[src/rtl/counter_run_sequencer.sv]
// counter_run_sequencer
//   Control block for the 8-bit up/down LED counter. Conditions the raw board
//   inputs, sequences run/pause/direction, and generates the count-enable tick.
//
// Parameters
//   TICK_DIV    clk cycles per count tick (>= 2)
//   DEB_CYCLES  consecutive equal synchronized samples needed to accept a button level
//   CNT_W       counter value width
//   UP_LIMIT    upper reversal point in bounce mode
//   DOWN_LIMIT  lower reversal point in bounce mode
//
// Ports
//   clk        system clock
//   rst_n      asynchronous active-low reset
//   btn_start  raw start/pause button, active-high
//   btn_dir    raw direction-toggle button, active-high
//   bounce_en  raw slide switch, 1 = auto-reverse at the limits
//   count_in   current counter value from the datapath
//   tick       one-cycle count enable to the datapath
//   dir        count direction, 1 = up, 0 = down
//   running    high in RUN_UP and RUN_DOWN
//   state_o    00 IDLE, 01 RUN_UP, 10 RUN_DOWN, 11 PAUSED
module counter_run_sequencer #(
    parameter int unsigned      TICK_DIV   = 10_000_000,
    parameter int unsigned      DEB_CYCLES = 1_000_000,
    parameter int unsigned      CNT_W      = 8,
    parameter logic [CNT_W-1:0] UP_LIMIT   = {CNT_W{1'b1}},
    parameter logic [CNT_W-1:0] DOWN_LIMIT = '0
) (
    input  logic             clk,
    input  logic             rst_n,
    input  logic             btn_start,
    input  logic             btn_dir,
    input  logic             bounce_en,
    input  logic [CNT_W-1:0] count_in,
    output logic             tick,
    output logic             dir,
    output logic             running,
    output logic [1:0]       state_o
);

    localparam int unsigned     PreW   = $clog2(TICK_DIV);
    localparam int unsigned     DebW   = $clog2(DEB_CYCLES + 1);
    localparam logic [PreW-1:0] PreMax = PreW'(TICK_DIV - 1);
    localparam logic [DebW-1:0] DebMax = DebW'(DEB_CYCLES - 1);

    // Bit positions in the synchronizer vector.
    localparam int unsigned BitStart  = 0;
    localparam int unsigned BitDir    = 1;
    localparam int unsigned BitBounce = 2;

    typedef enum logic [1:0] {
        StIdle    = 2'b00,
        StRunUp   = 2'b01,
        StRunDown = 2'b10,
        StPaused  = 2'b11
    } state_e;

    // ------------------------------------------------------------------
    // Input synchronizers: {bounce_en, btn_dir, btn_start}
    // ------------------------------------------------------------------
    logic [2:0] sync1_q;
    logic [2:0] sync2_q;

    always_ff @(posedge clk or negedge rst_n) begin
        if (!rst_n) begin
            sync1_q <= '0;
            sync2_q <= '0;
        end else begin
            sync1_q <= {bounce_en, btn_dir, btn_start};
            sync2_q <= sync1_q;
        end
    end

    // ------------------------------------------------------------------
    // Button debounce: the accepted level follows the synchronized input
    // only after DEB_CYCLES consecutive samples that differ from it.
    // ------------------------------------------------------------------
    logic [1:0]      level_q;
    logic [1:0]      level_prev_q;
    logic [DebW-1:0] deb_cnt_q [2];

    always_ff @(posedge clk or negedge rst_n) begin
        if (!rst_n) begin
            level_q      <= '0;
            level_prev_q <= '0;
            for (int i = 0; i < 2; i++) begin
                deb_cnt_q[i] <= '0;
            end
        end else begin
            level_prev_q <= level_q;
            for (int i = 0; i < 2; i++) begin
                if (sync2_q[i] == level_q[i]) begin
                    deb_cnt_q[i] <= '0;
                end else if (deb_cnt_q[i] == DebMax) begin
                    level_q[i]   <= sync2_q[i];
                    deb_cnt_q[i] <= '0;
                end else begin
                    deb_cnt_q[i] <= deb_cnt_q[i] + DebW'(1);
                end
            end
        end
    end

    // One-cycle press pulses on the rising edge of the accepted level.
    logic [1:0] press;
    logic       start_press;
    logic       dir_press;
    logic       bounce_sync;

    assign press       = level_q & ~level_prev_q;
    assign start_press = press[BitStart];
    assign dir_press   = press[BitDir];
    assign bounce_sync = sync2_q[BitBounce];

    // ------------------------------------------------------------------
    // Sequencer FSM with prescaler, registered tick and direction.
    // ------------------------------------------------------------------
    state_e          state_q;
    logic            dir_q;
    logic            tick_q;
    logic [PreW-1:0] pre_q;
    logic            bounce_hit;

    // Reversal condition; only acted on at the prescaler terminal edge.
    assign bounce_hit = bounce_sync &&
                        (((state_q == StRunUp)   && (count_in == UP_LIMIT)) ||
                         ((state_q == StRunDown) && (count_in == DOWN_LIMIT)));

    always_ff @(posedge clk or negedge rst_n) begin
        if (!rst_n) begin
            state_q <= StIdle;
            dir_q   <= 1'b1;
            tick_q  <= 1'b0;
            pre_q   <= '0;
        end else begin
            tick_q <= 1'b0;
            unique case (state_q)
                StIdle: begin
                    pre_q <= '0;
                    // A dir press arriving with the start press is dropped here.
                    if (start_press) begin
                        state_q <= StRunUp;
                        dir_q   <= 1'b1;
                    end
                end

                StPaused: begin
                    // Prescaler holds; start resumes in the (possibly toggled) direction.
                    if (start_press) begin
                        state_q <= (dir_q ^ dir_press) ? StRunUp : StRunDown;
                        dir_q   <= dir_q ^ dir_press;
                    end else if (dir_press) begin
                        dir_q <= ~dir_q;
                    end
                end

                StRunUp, StRunDown: begin
                    if (start_press) begin
                        // Pause wins over a terminal edge: no tick, prescaler holds.
                        state_q <= StPaused;
                        dir_q   <= dir_q ^ dir_press;
                    end else begin
                        if (pre_q == PreMax) begin
                            tick_q <= 1'b1;
                            pre_q  <= '0;
                        end else begin
                            pre_q <= pre_q + PreW'(1);
                        end

                        // A bounce reversal swallows a coincident dir press.
                        if ((pre_q == PreMax && bounce_hit) || dir_press) begin
                            state_q <= (state_q == StRunUp) ? StRunDown : StRunUp;
                            dir_q   <= ~dir_q;
                        end
                    end
                end

                default: begin
                    state_q <= StIdle;
                end
            endcase
        end
    end

    assign tick    = tick_q;
    assign dir     = dir_q;
    assign state_o = state_q;
    assign running = (state_q == StRunUp) || (state_q == StRunDown);

endmodule

[config.mk]
export PLATFORM = sky130hd
export DESIGN_NAME = counter_run_sequencer
export DESIGN_NICKNAME = d
export VERILOG_FILES = /design/src/rtl/counter_run_sequencer.sv
export SDC_FILE = /design/constraint.sdc
export NUM_CORES = 1
export LEC_CHECK = 0
export CAP_MARGIN = 20
export CORE_MARGIN = 1.5
export CORE_UTILIZATION = 55
export DETAILED_ROUTE_END_ITERATION = 6
export PLACE_DENSITY_LB_ADDON = 0.08
export SLEW_MARGIN = 10
export SYNTH_ARGS = -nofsm -noshare
export SYNTH_HDL_FRONTEND = slang
export SYNTH_SLANG_ARGS = --single-unit
[constraint.sdc]
create_clock -name clk -period 2 [get_ports clk]
set_input_delay 0.3 -clock clk [delete_from_list [all_inputs] [get_ports clk]]
set_output_delay 0.3 -clock clk [all_outputs]
set_load 0.01 [all_outputs]
Yosys cells after proc, flatten, opt, wreduce, memory -nomap -nowiden
Cells that the tools add are included.

cells by class
  bitwise gates (word level) = 6
  add/subtract/negate cells = 3
  equal/unequal tests = 14
  multiplexer cells = 23
  reduce and logical (&&, ||, !) cells = 16

operators by type and width
  operator               number
  $mux 20                4
  $mux 24                2
  $pmux 24 s2            1
  $add 20x1->20 const B  2
  $eq 20x20->1 const B   2
  $add 24x1->24 const B  1
  $eq 24x24->1 const B   1
  $mux 2                 6
  $eq 8x8->1 const B     1
  $logic_not 8->1        1
  $mux 1                 8
  $ne 2x2->1 const B     3
  $ne 3x3->1 const B     2
  $pmux 2 s3             1
  $reduce_and 2->1       3
  $reduce_and 3->1       2
  $eq 2x2->1 const B     2
  $logic_and 1x1->1      4
  $logic_or 1x1->1       3
  $not 1->1              3
  $pmux 1 s3             1
  $and 2x2->2            1
  $eq 1x1->1             2
  $eq 2x1->1 const B     1
  other kinds (5)        5

word-level totals
  output and inout bits = 5
  flip-flop bits (word level) = 78
  input port bits = 13
  logic and storage cells = 73

Logic depth before layout (Yosys ltp)
  depth after elaboration = 9
  mapped depth = 8
  depth with buffers taken out = 7

Worst setup path before layout
No wires, ideal clock.

  kind = register to register
  start = reg pre_q[14]
  end = reg pre_q[19]
  arrival = 1.851 ns
  stages on the path, launching flop included = 8
  slack = 0.023 ns
  path buffers = 2
  period minus slack after synthesis = 1.977 ns
  path through = dfrtp_1 buf_6 or4b_1 nor4_4 a21oi_2 buf_6 and3_1 a221o_1

between the ends
  word-level cells in the longest chain between the ends = 4
  elaborated cells between the ends (all ways) = 5

ends and longest elaborated chain
  what                                           line      source
  start, declared                                122       logic [PreW-1:0] pre_q;
  start signal, assigned                         168       pre_q <= pre_q + PreW'(1);
  $add 24x1->24 or $eq 24x24->1 (tied branches)  168, 164
  $mux 24 (*)                                    164       if (pre_q == PreMax) begin
  $mux 24 (*)                                    159       if (start_press) begin
  $pmux 24 s2 (*)                                138       unique case (state_q)

Every way passes the cells marked *; elsewhere a longest branch is shown, timed or not. The select of a mux whose other input is x is not followed.
A chain may end at the register's enable or synchronous reset.

Final worst setup path
  start = reg pre_q[16]
  end = reg pre_q[0]

between the ends
  word-level cells in the longest chain between the ends = 4

ends and longest elaborated chain
  what          line
  $eq 24x24->1  164
  $mux 24       164
  $mux 24       159
  $pmux 24 s2   138

Every way passes these cells. The select of a mux whose other input is x is not followed.

==> out/metrics.yaml <==
synthesis:
  synthCells: 426
  syn_area_per_cell_um2: 9.52
  async_flop_share: 1.00
  synth_edf_count: 0
  synth_flop_cell: "dfrtp_1"
  syn-cell-area_mm2: 0.00406
  yosys_warnings: 0
  ys_types: 51
  synth_seq_cells: 78
  synth_nets: 446
  ys_seq_area_frac: 0.481
placement:
  place_ws_ns: -0.0848
  post-dp-hpwl_um: 6320
  gp_congestion: 0.840
  dpl_cell_area_mm2: 0.00469
  io_buffers: 17
outcome:
  outcome: "finished, violations left"
  violations: "setup timing"
global_route:
  grt_pass1_wl_um: 14700
  grt_util_all_layers: 0.245
  antenna_found_initial: 0
  grt_pass1_vias: 3212
  grt-ovfl-total: 0
  grt_max_degree: 50
finish:
  layout-drive-gt1-share: 0.209
  multi_input_area_mm2: 0.00211
  area_growth_pct: 24.7
  fillCellCount: 558
  antenna_cells: 0
  nets: 520
  seq_area_mm2: 0.00195
  fin_area_mm2: 0.00506
power_and_ir_drop:
  power_density_mw_per_mm2: 557
  irDropWorstVdd_uv: 382
  power.leakage_nw: 2.27
job:
  max_cap_violations: 0
setup_path:
  crit_fanout: 6
  cp.arrival_ns: 2.30
  critical_path_class: "reg2reg"
  cp.required_ns: 2.22
  end_kind: "flop"
  start_kind: "flop"
timing:
  max_clock_freq_mhz: 481
  relSlewSlack: 0.587
  max_slew.worst_pin.slew_ns: 0.620
  fin_crit_sh: 1.04
  rsz0062_at_grt: "yes"
  clock_skew_ns: 0.00620
  fin_ws_ns: -0.0773
  setup_viol: 12
  min_period_ns: 2.08
  hold_viol: 0
  slew_viol_final: 0
die:
  initial_core_util: 0.565
  io_pins: 18
  dieArea_mm2: 0.00790
  coreArea_mm2: 0.00718
  die_w_um: 88.9
  die_y_um: 88.9
  rows: 31
clocking:
  cts_root_buffer: "clkbuf_8"
  clkLatencyLatePin_ns: 0.34
  cts_tree: "yes"
  cts_sinks: 78
  htreeDepth: 3
  cts_buffers: 9
  clockBufferDepth: 2
  path_clk_slew_ns: 0.07
drt:
  drc: 0
  ant_nets: 0
  drtIter0Drc: 203
  vias: 3564
  wl_per_cell_um: 15.5
  avgViaCountPerCell: 5.93
  wirelength_um: 9330
  drtPass1Iterations: 5
hold_path:
  hold_class: "reg2reg"
## critical path, cell delays in order, from the launching register on
cell	delay, ns
dfrtp_1	0.43
or4b_4	0.54
nor4_4	0.32
a21oi_4	0.15
buf_6	0.16
buf_6	0.11
mux2_4	0.25
## placed cells by master (no fill, tap or decap), drive strengths merged, types with 3 or more instances in the layout
master and instances:
nand2 42, inv 13, xor2 30, nor4 12, nand2b 5, nand3 22, nor3 10, clkbuf 12
or4b 3, a31oi 14, nor2 53, mux2 3, dfrtp 77, nand4 19, nor4b 4, a21oi 17
and4 6, xnor2 11, a41oi 3, and2 3, and3 13, ha 7, or2 4, clkdlybuf4s50 15
buf 59, o21ai 12
## kinds of logic (layout without fill, tap and decap cells)
kind of cell             Yosys count  in the layout  synth area share
AND/OR/NAND/NOR                  205            205             0.265
XOR/XNOR                          41             41            0.0885
multiplexers                       3              3           0.00833
buffers and inverters             27            103            0.0311
AO/OA/AOI/OAI                     65             65             0.105
flip-flops                        78             78             0.481
adder cells (fa/ha/maj)            7              7            0.0216
## repair_timing
item / in CTS / in global routing
setup endpoints to repair: 20 / 17
gates resized for setup: 19 / 17
cloned: 0 / 0
hold buffers: 1 / 0
endpoints found under the hold margin: 45 / 0
setup buffers: 5 / 0
pin swaps: 6 / 8
## cell usage after synthesis (3+ instances only)
library cell | count | share of area
a21oi_1 | 16 | 0.020
a31oi_1 | 14 | 0.022
a41oi_1 | 3 | 0.0065
and2_1 | 3 | 0.0046
and3_1 | 13 | 0.020
and4_1 | 6 | 0.013
buf_6 | 3 | 0.0083
clkbuf_1 | 9 | 0.0083
dfrtp_1 | 77 | 0.47
ha_1 | 7 | 0.022
inv_1 | 13 | 0.012
mux2_2 | 3 | 0.0083
nand2_1 | 42 | 0.039
nand2b_1 | 5 | 0.0077
nand3_1 | 22 | 0.027
nand4_1 | 19 | 0.029
nor2_1 | 53 | 0.049
nor3_1 | 10 | 0.012
nor4_1 | 11 | 0.017
nor4b_1 | 4 | 0.0086
o21ai_0 | 12 | 0.015
or2_2 | 4 | 0.0062
xnor2_1 | 11 | 0.024
xor2_1 | 30 | 0.065
## state kept, by name, summed over array words and instances, names as in the netlist
| signal | flops |
|---|---|
| level_q | 2 |
| dir | 1 |
| tick | 1 |
| level_prev_q | 2 |
| pre_q | 24 |
| deb_cnt_q | 40 |
| state_o | 2 |
| sync2_q | 3 |
| sync1_q | 3 |
## power breakdown
part / switching, W / internal, W
clock network: 0.000518 / 0.000589
logic: 0.0000612 / 0.0000434
registers: 0.0000138 / 0.00159
## final timing paths
kind	from	to	slack, ns	cells after the start
min reg2reg	sync1_q[1]	sync2_q[1]	0.35	0
min in group asynchronous	rst_n	state_o[1]	0.53	2
min	sync1_q[1]	sync2_q[1]	0.35	0
max	pre_q[16]	pre_q[0]	-0.08	6
max reg2reg	pre_q[16]	pre_q[0]	-0.08	6
max in group asynchronous	rst_n	deb_cnt_q[7]	0.84	3
## metrics by stage
step	setup TNS [ns]	instances	util	power, W	hold slack (ns)
after global placement	-0.149	582	0.654	0.00174	0.334
final	-0.568	601	0.705	0.00282	0.351
after floorplan	0	426	-	0.00167	0.00441
after detailed placement	-0.810	582	0.654	0.00174	0.336
after global routing	-1.26	601	0.705	0.00295	0.360
after CTS	-0.0999	601	0.694	0.00286	0.352
## per-layer routing
metal / part of all wire / wire length [um] / global-route usage
met5: 0 / 0 / 0
met3: 0.047 / 443 / 0.0499
met4: 0.013 / 120 / 0.0838
met2: 0.50 / 4680 / 0.404
met1: 0.44 / 4090 / 0.324
## layout make-up
| type | instances | area share |
|---|---|---|
| multi-input combinational | 321 | 0.418 |
| clock buffer | 11 | 0.0279 |
| sequential | 78 | 0.386 |
| clock inverter | 2 | 0.00693 |
| timing repair buffer | 77 | 0.127 |
| inverter | 13 | 0.00965 |
| tap | 99 | 0.0245 |
(Power assumes the default switching activity.)
